<file path="src/rtl/truth_scan_pkg.sv">
// Purpose: shared state encoding and sizing helper for the truth-table scanner.
// Latency: n/a (types and constant functions only).
// Backpressure: n/a.
package truth_scan_pkg;

  typedef enum logic [1:0] {
    ST_IDLE  = 2'd0,
    ST_DRIVE = 2'd1,
    ST_DONE  = 2'd2
  } scan_state_e;

  // Hold counter width: max(1, clog2(hold)); a 1- or 2-cycle hold still needs one bit.
  function automatic int hold_cnt_w(input int hold);
    return (hold <= 2) ? 1 : $clog2(hold);
  endfunction

endpackage

</file>
<file path="src/rtl/scan_hold_timer.sv">
// Purpose: per-code hold down-counter; expire is high on the last hold cycle.
// Latency: load takes effect on the next edge; expire is decoded from the count register.
// Backpressure: none; counts every cycle while run is high, reloads itself on expiry.
module scan_hold_timer
  import truth_scan_pkg::*;
#(
  parameter int HOLD_CYCLES = 1
) (
  input  logic clk,
  input  logic rst_n,
  input  logic load,
  input  logic run,
  output logic expire
);

  localparam int CW = hold_cnt_w(HOLD_CYCLES);
  localparam logic [CW-1:0] RELOAD = CW'(HOLD_CYCLES - 1);
  localparam logic [CW-1:0] ONE    = CW'(1);

  logic [CW-1:0] r_count;

  // Count down to zero, then reload so consecutive codes get equal hold time.
  always_ff @(posedge clk or negedge rst_n) begin
    if (!rst_n) begin
      r_count <= '0;
    end else if (load) begin
      r_count <= RELOAD;
    end else if (run) begin
      if (expire) r_count <= RELOAD;
      else        r_count <= r_count - ONE;
    end
  end

  assign expire = (r_count == '0);

endmodule

</file>
<file path="src/rtl/truth_table_scanner.sv">
// Purpose: sweeps every input code onto a combinational gate and captures its truth table.
// Latency: start to done is 2^WIDTH*HOLD_CYCLES+1 cycles; all outputs come straight from registers.
// Backpressure: none; start is ignored unless idle, abort only acts while driving.
// Optional: define TRUTH_SCAN_COMPARE_EN to build the expected-table register and pass flag.
module truth_table_scanner
  import truth_scan_pkg::*;
#(
  parameter int WIDTH       = 3,
  parameter int HOLD_CYCLES = 1
) (
  input  logic                  clk,
  input  logic                  rst_n,
  input  logic                  start,
  input  logic                  abort,
  input  logic                  f,
  input  logic [2**WIDTH-1:0]   expected,
  output logic [WIDTH-1:0]      abc,
  output logic [2**WIDTH-1:0]   table_q,
  output logic                  busy,
  output logic                  done,
  output logic                  pass
);

  localparam int              N    = 2**WIDTH;
  localparam logic [WIDTH-1:0] LAST = {WIDTH{1'b1}};

  scan_state_e      r_state;
  scan_state_e      w_next_state;
  logic [WIDTH-1:0] r_abc;
  logic [N-1:0]     r_table;
  logic [N-1:0]     w_table_cap;
  logic             w_expire;
  logic             w_accept;
  logic             w_capture;
  logic             w_abort;
  logic             w_end;
  logic             w_driving;

  assign w_driving = (r_state == ST_DRIVE);

  scan_hold_timer #(
    .HOLD_CYCLES (HOLD_CYCLES)
  ) u_hold (
    .clk    (clk),
    .rst_n  (rst_n),
    .load   (w_accept),
    .run    (w_driving),
    .expire (w_expire)
  );

  // State register.
  always_ff @(posedge clk or negedge rst_n) begin
    if (!rst_n) r_state <= ST_IDLE;
    else        r_state <= w_next_state;
  end

  // Next-state and sweep control; abort beats the terminal capture so no done/pass follows.
  always_comb begin
    w_next_state = r_state;
    w_accept     = 1'b0;
    w_capture    = 1'b0;
    w_abort      = 1'b0;
    w_end        = 1'b0;
    case (r_state)
      ST_IDLE: begin
        if (start) begin
          w_accept     = 1'b1;
          w_next_state = ST_DRIVE;
        end
      end
      ST_DRIVE: begin
        w_capture = w_expire;
        if (abort) begin
          w_abort      = 1'b1;
          w_next_state = ST_IDLE;
        end else if (w_expire && (r_abc == LAST)) begin
          w_end        = 1'b1;
          w_next_state = ST_DONE;
        end
      end
      ST_DONE: w_next_state = ST_IDLE;
      default: w_next_state = ST_IDLE;
    endcase
  end

  // Table as it will look after this edge; shared by the table register and the compare.
  always_comb begin
    w_table_cap = r_table;
    if (w_capture) w_table_cap[r_abc] = f;
  end

  // Code driver and table capture.
  always_ff @(posedge clk or negedge rst_n) begin
    if (!rst_n) begin
      r_abc   <= '0;
      r_table <= '0;
    end else if (w_accept) begin
      r_abc   <= '0;
      r_table <= '0;
    end else if (w_driving) begin
      r_table <= w_table_cap;
      if (w_abort)
        r_abc <= '0;
      else if (w_capture)
        r_abc <= (r_abc == LAST) ? '0 : r_abc + WIDTH'(1);
    end
  end

`ifdef TRUTH_SCAN_COMPARE_EN
  logic [N-1:0] r_expected;
  logic         r_pass;

  // Latch the reference on start; judge the completed table on the last capture edge.
  always_ff @(posedge clk or negedge rst_n) begin
    if (!rst_n) begin
      r_expected <= '0;
      r_pass     <= 1'b0;
    end else if (w_accept) begin
      r_expected <= expected;
      r_pass     <= 1'b0;
    end else if (w_end) begin
      r_pass     <= (w_table_cap == r_expected);
    end
  end

  assign pass = r_pass;
`else
  logic w_unused_expected;
  assign w_unused_expected = ^expected;
  assign pass = 1'b0;
`endif

  assign abc     = r_abc;
  assign table_q = r_table;
  assign busy    = w_driving;
  assign done    = (r_state == ST_DONE);

endmodule
</file>
<file path="config.mk">
export PLATFORM = sky130hd
export DESIGN_NAME = truth_table_scanner
export DESIGN_NICKNAME = d
export VERILOG_FILES = /design/src/rtl/truth_scan_pkg.sv /design/src/rtl/scan_hold_timer.sv /design/src/rtl/truth_table_scanner.sv
export SDC_FILE = /design/constraint.sdc
export NUM_CORES = 1
export LEC_CHECK = 0
export ABC_AREA = 1
export CAP_MARGIN = 10
export CORE_AREA = 8 8 50 52
export DETAILED_ROUTE_END_ITERATION = 10
export DIE_AREA = 0 0 58 60
export MAX_ROUTING_LAYER = met4
export PLACE_DENSITY = 0.8
export SYNTH_ARGS = -nofsm -noshare
export SYNTH_HDL_FRONTEND = slang
export SYNTH_SLANG_ARGS = --single-unit
</file>
<file path="constraint.sdc">
create_clock -name clk -period 3.9 [get_ports clk]
set_clock_uncertainty 0.2 [all_clocks]
set_input_delay 0.39 -clock clk [delete_from_list [all_inputs] [get_ports clk]]
set_output_delay 0.39 -clock clk [all_outputs]
set_load 0.01 [all_outputs]
</file>
# After elaboration in Yosys (flattened, before gate mapping)
# Cells that the tools add are included.
# op_classes
n_addsub	2
multipliers	0
n_div	0
order_cmp	2
n_eq_ne	5
shifts	0
muxes	23
bitwise	1
reduce_logical	9
# ops
cell	n
2-to-1 mux 8 bit	3
2-to-1 mux 3 bit	5
2-to-1 mux 1 bit	9
bitwise mux 8 bit	1
2-to-1 mux 2 bit	3
AND reduction 2 bit	3
less-than comparator 3 x 4 -> 1 bit (second input constant)	1
one-hot mux 2 bit (2 select lines)	1
nonzero test 2 bit	2
adder 3 x 1 -> 3 bit (second input constant)	1
demux 1 bit (select 3 bit)	1
== test 3 bit (second input constant)	1
>= comparator 3 x 1 -> 1 bit (second input constant)	1
inequality test 3 x 2 -> 1 bit (second input constant)	1
nonzero test 3 bit	1
== test 2 x 1 -> 1 bit (second input constant)	1
== test 2 bit (second input constant)	1
logical AND 1 bit	2
zero test 2 bit	1
inequality test 2 bit (second input constant)	1
NOT 1 bit	1
subtractor 1 bit (second input constant)	1
# word_totals
ff_bits	14
latch_bits	0
ram_bits	0
rom_bits	0
inputBits	13
out_inout_bits	14
word_cells	46
memories	0

# Depth between registers and ports, before layout
# Gate-level depths: netlist (run 1).
# depth
word_depth	8
ltp_mapped	7
depth_no_buf	7

# Cells and area by module
# From an unflattened synthesis (run 1), not the netlist that was laid out.
# hier_totals
hier_cells	128
area_unflattened_um2	839.6
# modules_own_cells
mod	n_inst	cells_per_inst	area_per_inst_um2	seq_area_each_um2
truth_table_scanner	1	126	828.3	325.3
scan_hold_timer	1	2	11.3	0.0

# Least setup slack after synthesis (run 1)
# No wires, ideal clock.
# synth_path
path_type	register -> register
startpoint	register r_abc[0], in the netlist abc[0]
endpoint	register r_abc[0], in the netlist abc[0]
setup_time_ps	77
arrival_time_ps	1115
t_required_ps	3623
path_slack_ps	2508
stages_incl_launch_ff	6
n_path_buf	0
period_less_slack_ps	1392
path_cell_list	dfrtp_1 > ha_1 > ha_1 > inv_1 > nand3_2 > o21ai_1
# synth_between
elab_chain_cells	6
elab_cells_between_ends	7
cone_classes	add/sub: 1; eq/ne: 1; mux: 5
# synth_rtl
element	line	text
from (decl)	truth_table_scanner.sv:29	logic [WIDTH-1:0] r_abc;
from (signal assigned)	truth_table_scanner.sv:105	r_abc <= (r_abc == LAST) ? '0 : r_abc + WIDTH'(1);
adder 3 x 1 -> 3 bit / == test 3 bit (equally long branches)	truth_table_scanner.sv:105	
2-to-1 mux 3 bit (*)	truth_table_scanner.sv:105	
2-to-1 mux 3 bit (*)	truth_table_scanner.sv:104	else if (w_capture)
2-to-1 mux 3 bit (*)	truth_table_scanner.sv:102	if (w_abort)
2-to-1 mux 3 bit (*)	truth_table_scanner.sv:100	end else if (w_driving) begin
2-to-1 mux 3 bit (*)	truth_table_scanner.sv:97	end else if (w_accept) begin
# Every way passes the cells marked *; elsewhere a longest branch is shown, timed or not. The select of a mux whose other input is x is not followed.
# A chain may end at the register's enable or synchronous reset.

# Worst setup path after layout (run 1)
# layout_path
startpoint	register r_state[0]
endpoint	output busy
# layout_between
elab_chain_cells	1
# layout_rtl
element	line	text
from (decl)	truth_table_scanner.sv:27	scan_state_e r_state;
from (signal assigned)	truth_table_scanner.sv:54	else r_state <= w_next_state;
== test 2 x 1 -> 1 bit	truth_table_scanner.sv:39	assign w_driving = (r_state == ST_DRIVE);
to (decl)	truth_table_scanner.sv:19	output logic busy,
# No other way between the ends.

==> results of run 1 <==
synthesized netlist by cell type:
cell type	instances	area (µm²)
nand3_1	7	35.0
inv_2	1	3.75
nor3_1	2	10.0
o21ai_1	2	10.0
ha_1	2	25.0
buf_4	1	7.51
nor2_4	1	11.3
inv_1	17	63.8
nand3_2	2	20.0
buf_2	1	5.00
nand2_4	1	11.3
dfrtp_1	13	325
nor2_1	15	56.3
conb_1	1	3.75
o21ai_0	1	5.00
nand2_1	49	184
how the worst max path moves through the flow:
| stage | startpoint | endpoint | slack [ns] |
|---|---|---|---|
| floorplan | abc[0] | abc[0] | 2.51 |
| global placement | r_state[0] | busy | 2.01 |
| detailed placement | r_state[0] | busy | 2.00 |
| CTS | r_state[0] | busy | 1.69 |
| global route | r_state[0] | busy | 1.60 |
| finish | r_state[0] | busy | 1.70 |
layout make-up:
| type | count | area (µm²) |
|---|---|---|
| clock buffers | 4 | 26.3 |
| fillers | 174 | 818 |
| multi-input cells | 83 | 372 |
| well taps | 18 | 22.5 |
| inverters | 18 | 67.6 |
| flip-flops and latches | 13 | 325 |
| repair buffers | 17 | 170 |
per-layer routing:
layer	up-vias	wire length, µm	track usage, %	part of all wire (%)
li1	381	-	-	-
met1	327	799	12.3	45
met2	21	874	19.6	49
met3	5	59	2.58	3.3
met4	0	42	7.34	2.4
met5	-	0	-	0
power by group:
group / internal (mW) / switching [mW]
sequential: 0.150 / 0.0160
clock: 0.0397 / 0.0444
combinational: 0.0491 / 0.0618
total: 0.239 / 0.122
kinds of logic after synthesis:
logic type      count (synthesis)  synth area share (%)
fa+ha+maj                       2                  3.22
other cells                     1                 0.483
simple gates                   77                  42.2
flops                          13                  41.9
compound gates                  3                  1.93
buf+inv                        20                  10.3
registers in the layout, summed over array words and instances, names as in the netlist:
register / count
table_q: 8
abc: 3
r_state: 2
per-stage QoR:
| step | hold slack, ns | total power, mW |
|---|---|---|
| 3_3_place_gp | 0.341 | 0.276 |
| 5_1_grt | 0.325 | 0.387 |
| 3_5_place_dp | 0.352 | 0.279 |
| 2_1_floorplan | -0.106 | 0.228 |
| 6_report | 0.269 | 0.361 |
| 4_1_cts | 0.290 | 0.366 |
==> flow_metrics.tcl, run 1 <==
set metrics [dict create \
    power.density_mw_per_mm2 367 \
    syn2layout_area_growth_pct 26.6 \
    start_util_pct 43.1 \
    hold_violations 0 \
    die_height_um 60 \
    critical-path-top-delay-family "buffers and inverters" \
    layout.cells.non_filler 153 \
    ir_drop_uv 254 \
    fp-row-count 16 \
    cts_inserted_buffers 3 \
    synth_seq_cells 13 \
    cpMaxStageDelayCell "clkdlybuf4s50_1" \
    worstPathMaxFanout 10 \
    r2r_cells 5 \
    core_mm2 0.00180 \
    globalplace.congestion 0.856 \
    htree_levels 1 \
    cp.depth 3 \
    clk_latency_ns 0.28 \
    clkTransAtPathRegs_ns 0.08 \
    rsz0062_at_grt "no" \
    grt_start_max_net_pins 14 \
    r2r-start "abc[1]" \
    drive_gt1_share_pct 5.93 \
    grt_pass1_vias 694 \
    place_ws_ns 2.00 \
    io_buffers 17 \
    drc 0 \
    syn_area_um2 777 \
    drt_wl_total_um 1770 \
    hp-class "input port to async pin" \
    placed_cell_area_um2 957 \
    gr-total-overflow 0 \
    numPlacedInstances 149 \
    drtIter0Drc 18 \
    synth_nets 131 \
    dp_hpwl_um 1290 \
    slowest_delay_ns 0.59 \
    fin_nets 151 \
    routedWlPerCell_um 11.6 \
    reg2reg_to "abc[1]" \
    drt_first_pass_iters 4 \
    dr_total_vias 734 \
    arrival_ns 1.61 \
    fin_tns_setup_ns 0 \
    worstMarginPinSlew_ns 0.566 \
    layout_commonest_cell "nand2_1" \
    fin_util_pct 54.6 \
    period_needed_ns 2.20 \
    slew_viol_final 0 \
    syn_avg_cell_area_um2 6.70 \
    required_ns 3.31 \
    end_kind "output port" \
    ctsHoldBuffers 0 \
    die_w_um 58 \
    outcome "complete, no violations" \
    post_cts_resized 0 \
    diodes 0 \
    yosysSeqAreaShare_pct 41.9 \
    grtUsageTotal_pct 11.7 \
    path_cells "inv_2 -> nor2_4 -> clkdlybuf4s50_1" \
    cts_tree "done" \
    layout_setup_ws_ns 1.70 \
    reg2reg_slack_ns 2.36 \
    crit_type "register to output port" \
    design_area_um2 983 \
    setup_viol_count_final 0 \
    antenna_found_initial 0 \
    fmax_mhz 454 \
    power_leakage_nw 0.548 \
    max-slew-margin-rel_pct 62.2 \
    top_level_ports 27 \
    yosys_warnings 0 \
    grt_pass1_wl_um 2980 \
    via_per_inst 4.80 \
    clkSinkCount 13 \
    synth_cells 116 \
    cts_setup_buffers 0 \
    fin_crit_sh_pct 56.5 \
    synth_cell_types 16 \
    layout_common_cells "49 x nand2_1, 17 x inv_1, 17 x clkdlybuf4s50_1, 15 x nor2_1, 13 x dfrtp_1" \
    antenna_left 0 \
    cp-start-kind "register" \
    cts_root_buffer "clkbuf_4" \
    cts_buffer_depth 2 \
    dieArea_mm2 0.00348 \
    critPathBufInv 2 \
    maxCapViolCount 0 \
]
Power figures use the tool's default switching activity.
==> run 2: changes to the inputs <==
--- a/config.mk
+++ b/config.mk
@@ -7,11 +7,11 @@
 export LEC_CHECK = 0
 export ABC_AREA = 1
 export CAP_MARGIN = 10
-export CORE_AREA = 8 8 50 52
+export CORE_AREA = 8 8 54 56
 export DETAILED_ROUTE_END_ITERATION = 10
-export DIE_AREA = 0 0 58 60
+export DIE_AREA = 0 0 62 64
 export MAX_ROUTING_LAYER = met4
-export PLACE_DENSITY = 0.8
+export PLACE_DENSITY = 0.71
 export SYNTH_ARGS = -nofsm -noshare
 export SYNTH_HDL_FRONTEND = slang
 export SYNTH_SLANG_ARGS = --single-unit
==> constraint.sdc (replaced) <==
create_clock -name clk -period 1.9 [get_ports clk]
set_clock_uncertainty 0.2 [all_clocks]
set_input_delay 0.19 -clock clk [delete_from_list [all_inputs] [get_ports clk]]
set_output_delay 0.19 -clock clk [all_outputs]
set_load 0.01 [all_outputs]
==> run 2 against run 1 <==
Compared with the run above:
- utilization shrank 6.8 points
- combinational power grew 110%
- register-to-register slack lost 1.9 ns
- count of clock-buffer cells in the layout shrank 1
- hold slack lost 0.20 ns
- final cell count grew 7.2%
- sequential share of layout area shrank 0.78 points
- worst setup slack lost 1.6 ns
- power grew 100%
- via count shrank 2.9%
- critical endpoint unchanged
- largest cell class unchanged
==> flow_metrics.tcl, run 2 (same netlist as run 1, synthesis figures left out) <==
set metrics [dict create \
    ctsHoldBuffers 0 \
    cts_buffer_depth 2 \
    ir_drop_uv 468 \
    hold_violations 0 \
    worstMarginPinSlew_ns 0.576 \
    clkSinkCount 13 \
    htree_levels 1 \
    arrival_ns 1.43 \
    period_needed_ns 1.82 \
    maxCapViolCount 0 \
    outcome "complete, no violations" \
    register_area_um2 325 \
    layout_commonest_cell "nand2_1" \
    fmax_mhz 550 \
    dieArea_mm2 0.00397 \
    drtIter0Drc 13 \
    cts_inserted_buffers 3 \
    setup_viol_count_final 0 \
    cts_root_buffer "clkbuf_4" \
    fill_cells 212 \
    drt_wl_total_um 1650 \
    hp-class "input port to async pin" \
    cts_setup_buffers 0 \
    fp-row-count 17 \
    fin_crit_sh_pct 95.7 \
    dr_total_vias 713 \
    rsz0062_at_grt "no" \
    drc 0 \
    antenna_found_initial 0 \
    antenna_left 0 \
    power_mw 0.739 \
    r2r-start "r_state[1]" \
    dp_hpwl_um 1260 \
    slew_viol_final 0 \
    multiInputGateArea_um2 372 \
    largest_reg_flops 8 \
    gr-total-overflow 0 \
    grt_pass1_wl_um 2860 \
    drt_first_pass_iters 4 \
    io_buffers 17 \
    fin_util_pct 47.8 \
    clkTransAtPathRegs_ns 0.08 \
    die_height_um 64 \
    die_w_um 62 \
    end_kind "output port" \
    crit_type "register to output port" \
    placed_cell_area_um2 977 \
    grt_start_max_net_pins 14 \
    r2r_cells 6 \
    layout_common_cells "49 x nand2_1, 17 x inv_1, 16 x clkdlybuf4s50_1, 15 x nor2_1, 13 x dfrtp_1" \
    place_ws_ns 0.272 \
    syn2layout_area_growth_pct 29.6 \
    diodes 0 \
    fin_tns_setup_ns 0 \
    reg2reg_to "table_q[2]" \
    top_level_ports 27 \
    fin_nets 152 \
    reg2reg_slack_ns 0.42 \
    drive_gt1_share_pct 7.35 \
    worstPathMaxFanout 6 \
    power_leakage_nw 0.574 \
    clk_latency_ns 0.28 \
    grtUsageTotal_pct 9.31 \
    design_area_mm2 0.00101 \
    layout_setup_ws_ns 0.0808 \
    start_util_pct 36.9 \
    cp-start-kind "register" \
    power.density_mw_per_mm2 733 \
    cts_tree "done" \
    via_per_inst 4.35 \
    core_mm2 0.00211 \
    grt_pass1_vias 669 \
    max-slew-margin-rel_pct 61.5 \
    required_ns 1.51 \
    routedWlPerCell_um 10.0 \
    globalplace.congestion 0.879 \
]
==> run 2: report_power, final <==
part,internal (mW),switching [mW]
logic,0.105,0.124
registers,0.308,0.0318
clock network,0.0782,0.0926
total,0.491,0.248
==> run 2: worst max path at each step <==
stage                       endpoint  depth (start not counted)       start
final                           busy                          3  r_state[0]
after global routing            busy                          3  r_state[0]
after CTS                       done                          3  r_state[1]
after detailed placement  table_q[2]                          6       start
after global placement    table_q[2]                          6       start
after floorplan               abc[0]                          5      abc[0]
==> run 2: routing by layer <==
layer | up-vias | part of all wire (%) | global-route usage, %
met3 | 0 | 6.2 | 3.80
met5 | - | 0 | -
met2 | 18 | 47 | 13.8
met1 | 313 | 47 | 11.3
met4 | 0 | 0 | 2.28
li1 | 382 | - | -
==> run 2: through the flow <==
step	cells	hold WS, ns
3_3_place_gp	160	0.339
6_report	164	0.0685
2_1_floorplan	116	-0.306
5_1_grt	164	0.130
4_1_cts	164	0.0806
3_5_place_dp	160	0.349
==> run 2: area by class of cell <==
cell class	count	share of cell area, %
clock buffers	3	2.24
inverters	18	6.71
flip-flops and latches	13	32.3
multi-input cells	83	36.9
well taps	28	3.48
clock inverters	1	0.497
repair buffers	18	17.9
==> run 2: critical path, stage by stage, from the launching register on <==
cell             delay (ns)
dfrtp_1                0.44
inv_2                  0.08
nor2_4                 0.08
clkdlybuf4s50_1        0.54
==> run 2: repair_timing <==
| action | CTS | global route |
|---|---|---|
| resized for setup | 0 | 1 |
| hold endpoints to repair | 0 | 0 |
| setup endpoints to repair | 0 | 1 |
==> run 3: changes to the inputs <==
--- a/config.mk
+++ b/config.mk
@@ -10,7 +10,6 @@
 export CORE_AREA = 8 8 54 56
 export DETAILED_ROUTE_END_ITERATION = 10
 export DIE_AREA = 0 0 62 64
-export MAX_ROUTING_LAYER = met4
 export PLACE_DENSITY = 0.71
 export SYNTH_ARGS = -nofsm -noshare
 export SYNTH_HDL_FRONTEND = slang
==> run 3 against run 2 <==
Compared with the run above:
- critical path depth unchanged
- hold slack about the same
- final area unchanged
- non-clock buffer count unchanged
- global-route usage down 0.26 points
- final cell count unchanged
- power about the same
- utilization unchanged
- sequential share of layout area unchanged
- register-to-register slack about the same
- sequential cell count unchanged
- wire length up 0.18%
==> flow_metrics.tcl, run 3 (same netlist as run 1, synthesis figures left out) <==
set metrics [dict create \
    grt_pass1_vias 669 \
    cp-start-kind "register" \
    clkSinkCount 13 \
    fp-row-count 17 \
    rsz0062_at_grt "no" \
    arrival_ns 1.43 \
    end_kind "output port" \
    cts_tree "done" \
    power_mw 0.739 \
    top_usage_layer "met2" \
    internal_power_mw 0.491 \
    globalplace.congestion 0.865 \
    layout.cells.non_filler 164 \
    fin_nets 152 \
    numPlacedInstances 160 \
    met3_usage_pct 4.00 \
    die_w_um 62 \
    clk_latency_ns 0.28 \
    power.density_mw_per_mm2 734 \
    dr_total_vias 711 \
    grt_pass1_wl_um 2860 \
    fin_crit_sh_pct 95.7 \
    layout_setup_ws_ns 0.0808 \
    fmax_mhz 550 \
    r2r_cells 5 \
    grt_start_max_net_pins 14 \
    diodes 0 \
    max-slew-margin-rel_pct 61.5 \
    path_cells "inv_2 -> nor2_4 -> clkdlybuf4s50_1" \
    drt_wl_total_um 1650 \
    dieArea_mm2 0.00397 \
    syn2layout_area_growth_pct 29.6 \
    period_needed_ns 1.82 \
    design_area_mm2 0.00101 \
    routedWlPerCell_um 10.1 \
    hold_violations 0 \
    fin_tns_setup_ns 0 \
    slowest_delay_ns 0.54 \
    clockPowerShare_pct 23.1 \
    met2_usage_pct 13.8 \
    critical-path-top-delay-family "buffers and inverters" \
    worstMarginPinSlew_ns 0.576 \
    die_height_um 64 \
    crit_type "register to output port" \
    cts_setup_buffers 0 \
    ctsHoldBuffers 0 \
    dp_hpwl_um 1260 \
    grtUsageTotal_pct 9.06 \
    critPathBufInv 2 \
    cts_inserted_buffers 3 \
    via_per_inst 4.34 \
    power_leakage_nw 0.574 \
    cts_buffer_depth 2 \
    outcome "complete, no violations" \
    slew_viol_final 0 \
    core_mm2 0.00211 \
    setup_viol_count_final 0 \
    top_level_ports 27 \
    p_comb_share_pct 30.9 \
    io_buffers 17 \
    fill_cells 212 \
    antenna_left 0 \
    start_util_pct 36.9 \
    cts_root_buffer "clkbuf_4" \
    placed_cell_area_um2 977 \
    cpMaxStageDelayCell "clkdlybuf4s50_1" \
    p_sw_mw 0.248 \
    gr-total-overflow 0 \
    post_cts_resized 0 \
    seqPwrFrac_pct 46.0 \
    maxCapViolCount 0 \
    layout_common_cells "49 x nand2_1, 17 x inv_1, 16 x clkdlybuf4s50_1, 15 x nor2_1, 13 x dfrtp_1" \
    place_ws_ns 0.272 \
    hp-class "input port to async pin" \
    largest_reg_flops 8 \
    power_switching_share_pct 33.6 \
    ir_drop_uv 468 \
    use_met1_pct 11.2 \
    drt_first_pass_iters 4 \
    required_ns 1.51 \
    cp.depth 3 \
    drtIter0Drc 13 \
    htree_levels 1 \
    drive_gt1_share_pct 7.35 \
    drc 0 \
    layout_commonest_cell "nand2_1" \
    worstPathMaxFanout 6 \
    antenna_found_initial 0 \
    clkTransAtPathRegs_ns 0.08 \
]
[run 3: power groups by stage]
stage / Combinational (mW) / Sequential, mW / Clock, mW
2_1_floorplan: 0.117 / 0.351 / 0
3_3_place_gp: 0.228 / 0.344 / 0
3_5_place_dp: 0.230 / 0.345 / 0
4_1_cts: 0.232 / 0.340 / 0.180
5_1_grt: 0.258 / 0.346 / 0.191
6_report: 0.228 / 0.340 / 0.171
[run 3: path summary, 6_finish.rpt]
path / endpoint / slack, ns / from
hold reg to reg: table_q[4] / 0.36 / table_q[4]
setup / recovery: busy / 0.08 / r_state[0]
setup reg to reg: abc[1] / 0.42 / abc[1]
max in group asynchronous: table_q[0] / 1.05 / rst_n
hold / removal: abc[1] / 0.07 / rst_n
min in group clk: table_q[4] / 0.36 / table_q[4]
[run 3: worst reg2reg max path, delay by kind of cell (launching register included)]
kind	cells	cell delay, ns
simple gates	1	0.10
flops	1	0.49
fa+ha+maj	2	0.40
buf+inv	1	0.09
compound gates	1	0.13
[run 3: per-stage QoR]
stage | hold slack (ns) | utilization [%]
3_5_place_dp | 0.349 | 46.4
4_1_cts | 0.0806 | 47.7
3_3_place_gp | 0.339 | 46.4
5_1_grt | 0.130 | 47.8
6_report | 0.0685 | 47.8
2_1_floorplan | -0.306 | -
[run 3: routing by layer]
metal,up-vias,wire length [µm]
li1,382,-
met1,311,764
met2,18,772
met3,0,114
met4,0,0
met5,-,0
[run 3: cell type report]
cell class / count / area, µm² / area share [%]
timing repair buffer: 18 / 180 / 17.9
clock buffer: 3 / 22.5 / 2.24
inverter: 18 / 67.6 / 6.71
multi-input combinational: 83 / 372 / 36.9
clock inverter: 1 / 5.00 / 0.497
tap: 28 / 35.0 / 3.48
sequential: 13 / 325 / 32.3
